### src/rtl/bist_session_sequencer.sv
// Session controller for the full-adder BIST: per run it resets TPG/MISR, sweeps, then checks the signature.
// Optional BIST_SIG_LOG_EN keeps the last failing signature on fail_sig; otherwise fail_sig is tied to 0.
module bist_session_sequencer #(
  parameter int SIG_W = 4,
  parameter logic [SIG_W-1:0] GOLDEN = SIG_W'(4'b0011),
  parameter int INIT_CYCLES = 2,
  parameter int TIMEOUT = 12,
  parameter int RUNS = 2,
  parameter int CNT_W = 4
) (
  input  logic             clock,
  input  logic             reset,
  input  logic             start,
  input  logic             abort,
  input  logic             complete,
  input  logic [SIG_W-1:0] signature,
  output logic             bist_reset,
  output logic             testmode,
  output logic             busy,
  output logic             done,
  output logic             pass,
  output logic [CNT_W-1:0] fail_count,
  output logic             timeout_err,
  output logic [SIG_W-1:0] fail_sig
);

  localparam logic [2:0] S_IDLE  = 3'd0;
  localparam logic [2:0] S_INIT  = 3'd1;
  localparam logic [2:0] S_RUN   = 3'd2;
  localparam logic [2:0] S_CHECK = 3'd3;
  localparam logic [2:0] S_DONE  = 3'd4;

  localparam int IC_W = (INIT_CYCLES > 1) ? $clog2(INIT_CYCLES) : 1;
  localparam int RC_W = $clog2(TIMEOUT);
  localparam int RI_W = (RUNS > 1) ? $clog2(RUNS) : 1;

  localparam logic [IC_W-1:0] INIT_LAST = IC_W'(INIT_CYCLES - 1);
  localparam logic [RC_W-1:0] TO_LAST   = RC_W'(TIMEOUT - 1);
  localparam logic [RI_W-1:0] RUN_LAST  = RI_W'(RUNS - 1);

  logic [2:0]       state, state_nx;
  logic [IC_W-1:0]  init_cnt;
  logic [RC_W-1:0]  run_cnt;
  logic [RI_W-1:0]  run_idx;
  logic [SIG_W-1:0] sig_q;
  logic [CNT_W-1:0] fc_nx;
  logic             to_nx;
  logic             mismatch;
  logic             aborting;
  logic             accept;

  assign mismatch = (sig_q != GOLDEN);
  assign aborting = abort && (state != S_IDLE);
  assign accept   = (state == S_IDLE) && start;

  always_comb begin
    state_nx = state;
    fc_nx    = fail_count;
    to_nx    = timeout_err;
    case (state)
      S_IDLE: begin
        if (start) begin
          state_nx = S_INIT;
          fc_nx    = '0;
          to_nx    = 1'b0;
        end
      end
      S_INIT: begin
        if (init_cnt == INIT_LAST) state_nx = S_RUN;
      end
      S_RUN: begin
        // complete takes precedence over a timeout landing on the same cycle
        if (complete) begin
          state_nx = S_CHECK;
        end else if (run_cnt == TO_LAST) begin
          state_nx = S_DONE;
          to_nx    = 1'b1;
        end
      end
      S_CHECK: begin
        if (mismatch && (fail_count != {CNT_W{1'b1}})) fc_nx = fail_count + CNT_W'(1);
        state_nx = (run_idx == RUN_LAST) ? S_DONE : S_INIT;
      end
      S_DONE:  state_nx = S_IDLE;
      default: state_nx = S_IDLE;
    endcase
    if (aborting) begin
      state_nx = S_IDLE;
      fc_nx    = fail_count;
      to_nx    = timeout_err;
    end
  end

  always_ff @(posedge clock) begin
    if (!reset) begin
      state       <= S_IDLE;
      init_cnt    <= '0;
      run_cnt     <= '0;
      run_idx     <= '0;
      sig_q       <= '0;
      fail_count  <= '0;
      timeout_err <= 1'b0;
      pass        <= 1'b0;
      bist_reset  <= 1'b0;
      testmode    <= 1'b0;
      busy        <= 1'b0;
      done        <= 1'b0;
    end else begin
      state       <= state_nx;
      fail_count  <= fc_nx;
      timeout_err <= to_nx;
      // outputs are registered decodes of the state being entered
      bist_reset  <= (state_nx == S_INIT);
      testmode    <= (state_nx == S_INIT) || (state_nx == S_RUN) || (state_nx == S_CHECK);
      busy        <= (state_nx != S_IDLE);
      done        <= (state_nx == S_DONE);
      init_cnt    <= ((state == S_INIT) && (state_nx == S_INIT)) ? init_cnt + IC_W'(1) : '0;
      run_cnt     <= (state == S_RUN) ? run_cnt + RC_W'(1) : '0;
      if (accept) begin
        run_idx <= '0;
        pass    <= 1'b0;
      end
      if ((state == S_RUN) && complete && !aborting) sig_q <= signature;
      if ((state == S_CHECK) && (state_nx == S_INIT)) run_idx <= run_idx + RI_W'(1);
      if (state_nx == S_DONE) pass <= (fc_nx == '0) && !to_nx;
      if (aborting) pass <= 1'b0;
    end
  end

`ifdef BIST_SIG_LOG_EN
  always_ff @(posedge clock) begin
    if (!reset) begin
      fail_sig <= '0;
    end else if (accept) begin
      fail_sig <= '0;
    end else if ((state == S_CHECK) && !aborting && mismatch) begin
      fail_sig <= sig_q;
    end
  end
`else
  assign fail_sig = '0;
`endif

endmodule

### config.mk
export PLATFORM = sky130hd
export DESIGN_NAME = bist_session_sequencer
export DESIGN_NICKNAME = d
export VERILOG_FILES = /design/src/rtl/bist_session_sequencer.sv
export SDC_FILE = /design/constraint.sdc
export NUM_CORES = 1
export LEC_CHECK = 0
export CAP_MARGIN = 20
export CORE_MARGIN = 5
export CORE_UTILIZATION = 45
export CTS_CLUSTER_DIAMETER = 50
export DETAILED_ROUTE_END_ITERATION = 8
export PLACE_DENSITY = 0.73
export SETUP_SLACK_MARGIN = 0.1
export SLEW_MARGIN = 20
export SYNTH_ARGS = -nofsm -noshare
export SYNTH_HDL_FRONTEND = slang
export SYNTH_SLANG_ARGS = --single-unit
### constraint.sdc
create_clock -name clock -period 2.5 [get_ports clock]
set_clock_uncertainty 0.2 [all_clocks]
set_input_delay 0.25 -clock clock [delete_from_list [all_inputs] [get_ports clock]]
set_output_delay 0.25 -clock clock [all_outputs]
set_load 0.02 [all_outputs]
==> results.toml <==
[status]
outcome = "finished clean"

[layout]
stdcell_count = 170
area_growth_pct = 19.0
antennaDiodeCount = 0
drive_gt1_frac = 0.0857
final_cell_mix = "23 x dfxtp_1, 18 x nor2_1, 18 x clkdlybuf4s50_1, 6 x inv_1, 6 x mux2i_1"
finalCoreUtilization = 0.545
layout.nets = 152
final_common_cell = "dfxtp_1"

[drt]
vias = 899
wirelength_mm = 2.03
via_per_inst = 5.29
drtIter0Drc = 16
post-route-drc-count = 0
drt_pass1_iterations = 4
antenna_left = 0
drt-wirelength-per-cell_um = 12.0

[pwr]
p_leak_nw = 0.521
p_per_area_nw_per_um2 = 469
irDropWorstVdd_v = 0.000298

[critical_path]
critPathLaunchType = "register"
worstReg2RegStart = "state[0]$_SDFF_PN0_"
path_class = "reg2reg"
r2r_cells = 4
cp-end-kind = "register"
cp_data_required_time_ps = 2510
cp_data_arrival_time_ps = 2110
endpoint = "sig_q[0]$_SDFFE_PN0P_"
crit_fanout = 14
crit_start = "state[0]$_SDFF_PN0_"
reg2reg_setup_slack_ps = 400
r2r-end = "sig_q[0]$_SDFFE_PN0P_"

[placement]
dpl.cell_count = 166
numPortBuffers = 18
dp.final_hpwl_mm = 1.62
gp_congestion = 0.738
pre_cts_ws_ps = 266

[clock_network]
cts_setup_buffers = 0
insertion_delay_ps = 310
cts_hold_buf = 0
cts_resized = 0
cts_tree = "done"
clock-sinks = 23
h-tree-depth = 1
clk_path_buf_depth = 2
clk_pin_slew_ps = 120
cts_made_buffers = 3
cts_root_buf = "clkbuf_4"

[timing]
fin_hold_ws_ps = 256
min_period_ps = 2100
setup_viol = 0
worst_slack_ps = 400
finalHoldViolCount = 0
rsz0062_at_grt = "no"
period_share = 0.840
fmax_ghz = 0.476
drv_slew = 0
setup_tns_ps = 0

[floorplanning]
ioPinCount = 23
dieWidth_um = 59.7
row_count = 18
coreArea_um2 = 2430
dieArea_um2 = 3570
die_h_um = 59.7
start_util = 0.458

[logic_synthesis]
ys_seq_area_frac = 0.413
ys_ff_latch = 23
ys.warnings.count = 0
synth_ff_type = "dfxtp_1"
synth_cells = 122
syn_area_um2 = 1110
yosys.cell_types.count = 45
async_flop_share = 0
avgSynthCellArea_um2 = 9.13
synth-edff-count = 0

[global_route]
grt-ovfl-total = 0
grt_max_degree = 15
grt_pass1_vias = 875
antenna_found_initial = 0
grt_pass1_wl_mm = 3.53
grt_usage = 0.130

[run]
max-cap-violations = 0

[worst_hold_path]
hold_class = "reg2reg"
[layout make-up]
type | count | area (µm²)
Sequential cell | 23 | 460
Multi-Input combinational cell | 88 | 591
Inverter | 6 | 22.5
Fill cell | 233 | 1110
Tap cell | 30 | 37.5
Timing Repair Buffer | 19 | 188
Clock buffer | 4 | 26.3
[metal layers]
layer  track usage  up-vias  share of wire
li1              -      455              -
met1         0.147      420           0.45
met2         0.224       19           0.48
met3        0.0367        5          0.048
met4        0.0601        0          0.018
met5             0        -              0
[Yosys cell counts, types with 2 or more instances]
cell type  count  area share
and2_1         2       0.011
inv_1          6       0.020
ha_1           2       0.022
nor3_1         5       0.022
buf_2          2      0.0090
mux2i_1        6       0.054
nand3_1        5       0.022
o31a_1         2       0.016
dfxtp_1       23        0.41
a21oi_1        4       0.018
nand3b_1       2       0.013
nor2_1        18       0.061
buf_4          5       0.034
and4bb_2       2       0.022
and4_1         2       0.016
nand2_1        5       0.017
nand2b_1       3       0.017
[per-stage QoR]
step	total power, mW	cell area (µm²)
after floorplan	0.437	1120
after global placement	0.461	1300
after detailed placement	0.462	1300
after CTS	0.627	1330
after global routing	0.652	1330
final	0.621	1330
[cell families after synthesis]
group	Yosys count	synth area share
other cells	1	0.00337
mux	7	0.0742
compound gates	15	0.0944
buf+inv	14	0.0663
flops	23	0.413
fa+ha+maj	2	0.0225
simple gates	58	0.310
xor+xnor	2	0.0157
[how the worst min path moves through the flow]
| stage | slack, ps | start | end | cells past startpoint |
|---|---|---|---|---|
| CTS | 260 | run_cnt[0]$_SDFF_PN0_ | run_cnt[0]$_SDFF_PN0_ | 1 |
| floorplan | 170 | reset | timeout_err$_SDFF_PN0_ | 2 |
| global route | 290 | run_cnt[0]$_SDFF_PN0_ | run_cnt[0]$_SDFF_PN0_ | 1 |
| finish | 260 | run_cnt[0]$_SDFF_PN0_ | run_cnt[0]$_SDFF_PN0_ | 1 |
| global placement | 230 | run_cnt[0]$_SDFF_PN0_ | run_cnt[0]$_SDFF_PN0_ | 1 |
| detailed placement | 240 | run_cnt[0]$_SDFF_PN0_ | run_cnt[0]$_SDFF_PN0_ | 1 |
[flip-flops by register name (all words and copies together), names as in the netlist]
signal,count
fail_count,4
testmode,1
state,3
run_idx,1
timeout_err,1
done,1
run_cnt,4
pass,1
sig_q,4
busy,1
init_cnt,1
bist_reset,1
[worst max-delay path, cell delays in order (launching register included)]
cell and delay, ps:
dfxtp_1 610, mux4_2 590, nand3b_1 320, mux2i_1 220, nor2_1 50
[power breakdown]
group / internal (mW) / total (mW) / switching (mW)
Clock: 0.0623 / 0.168 / 0.106
Sequential: 0.374 / 0.381 / 0.00734
Combinational: 0.0367 / 0.0722 / 0.0355
Total: 0.473 / 0.621 / 0.149
Note: power is estimated with default switching activity, not from simulation.
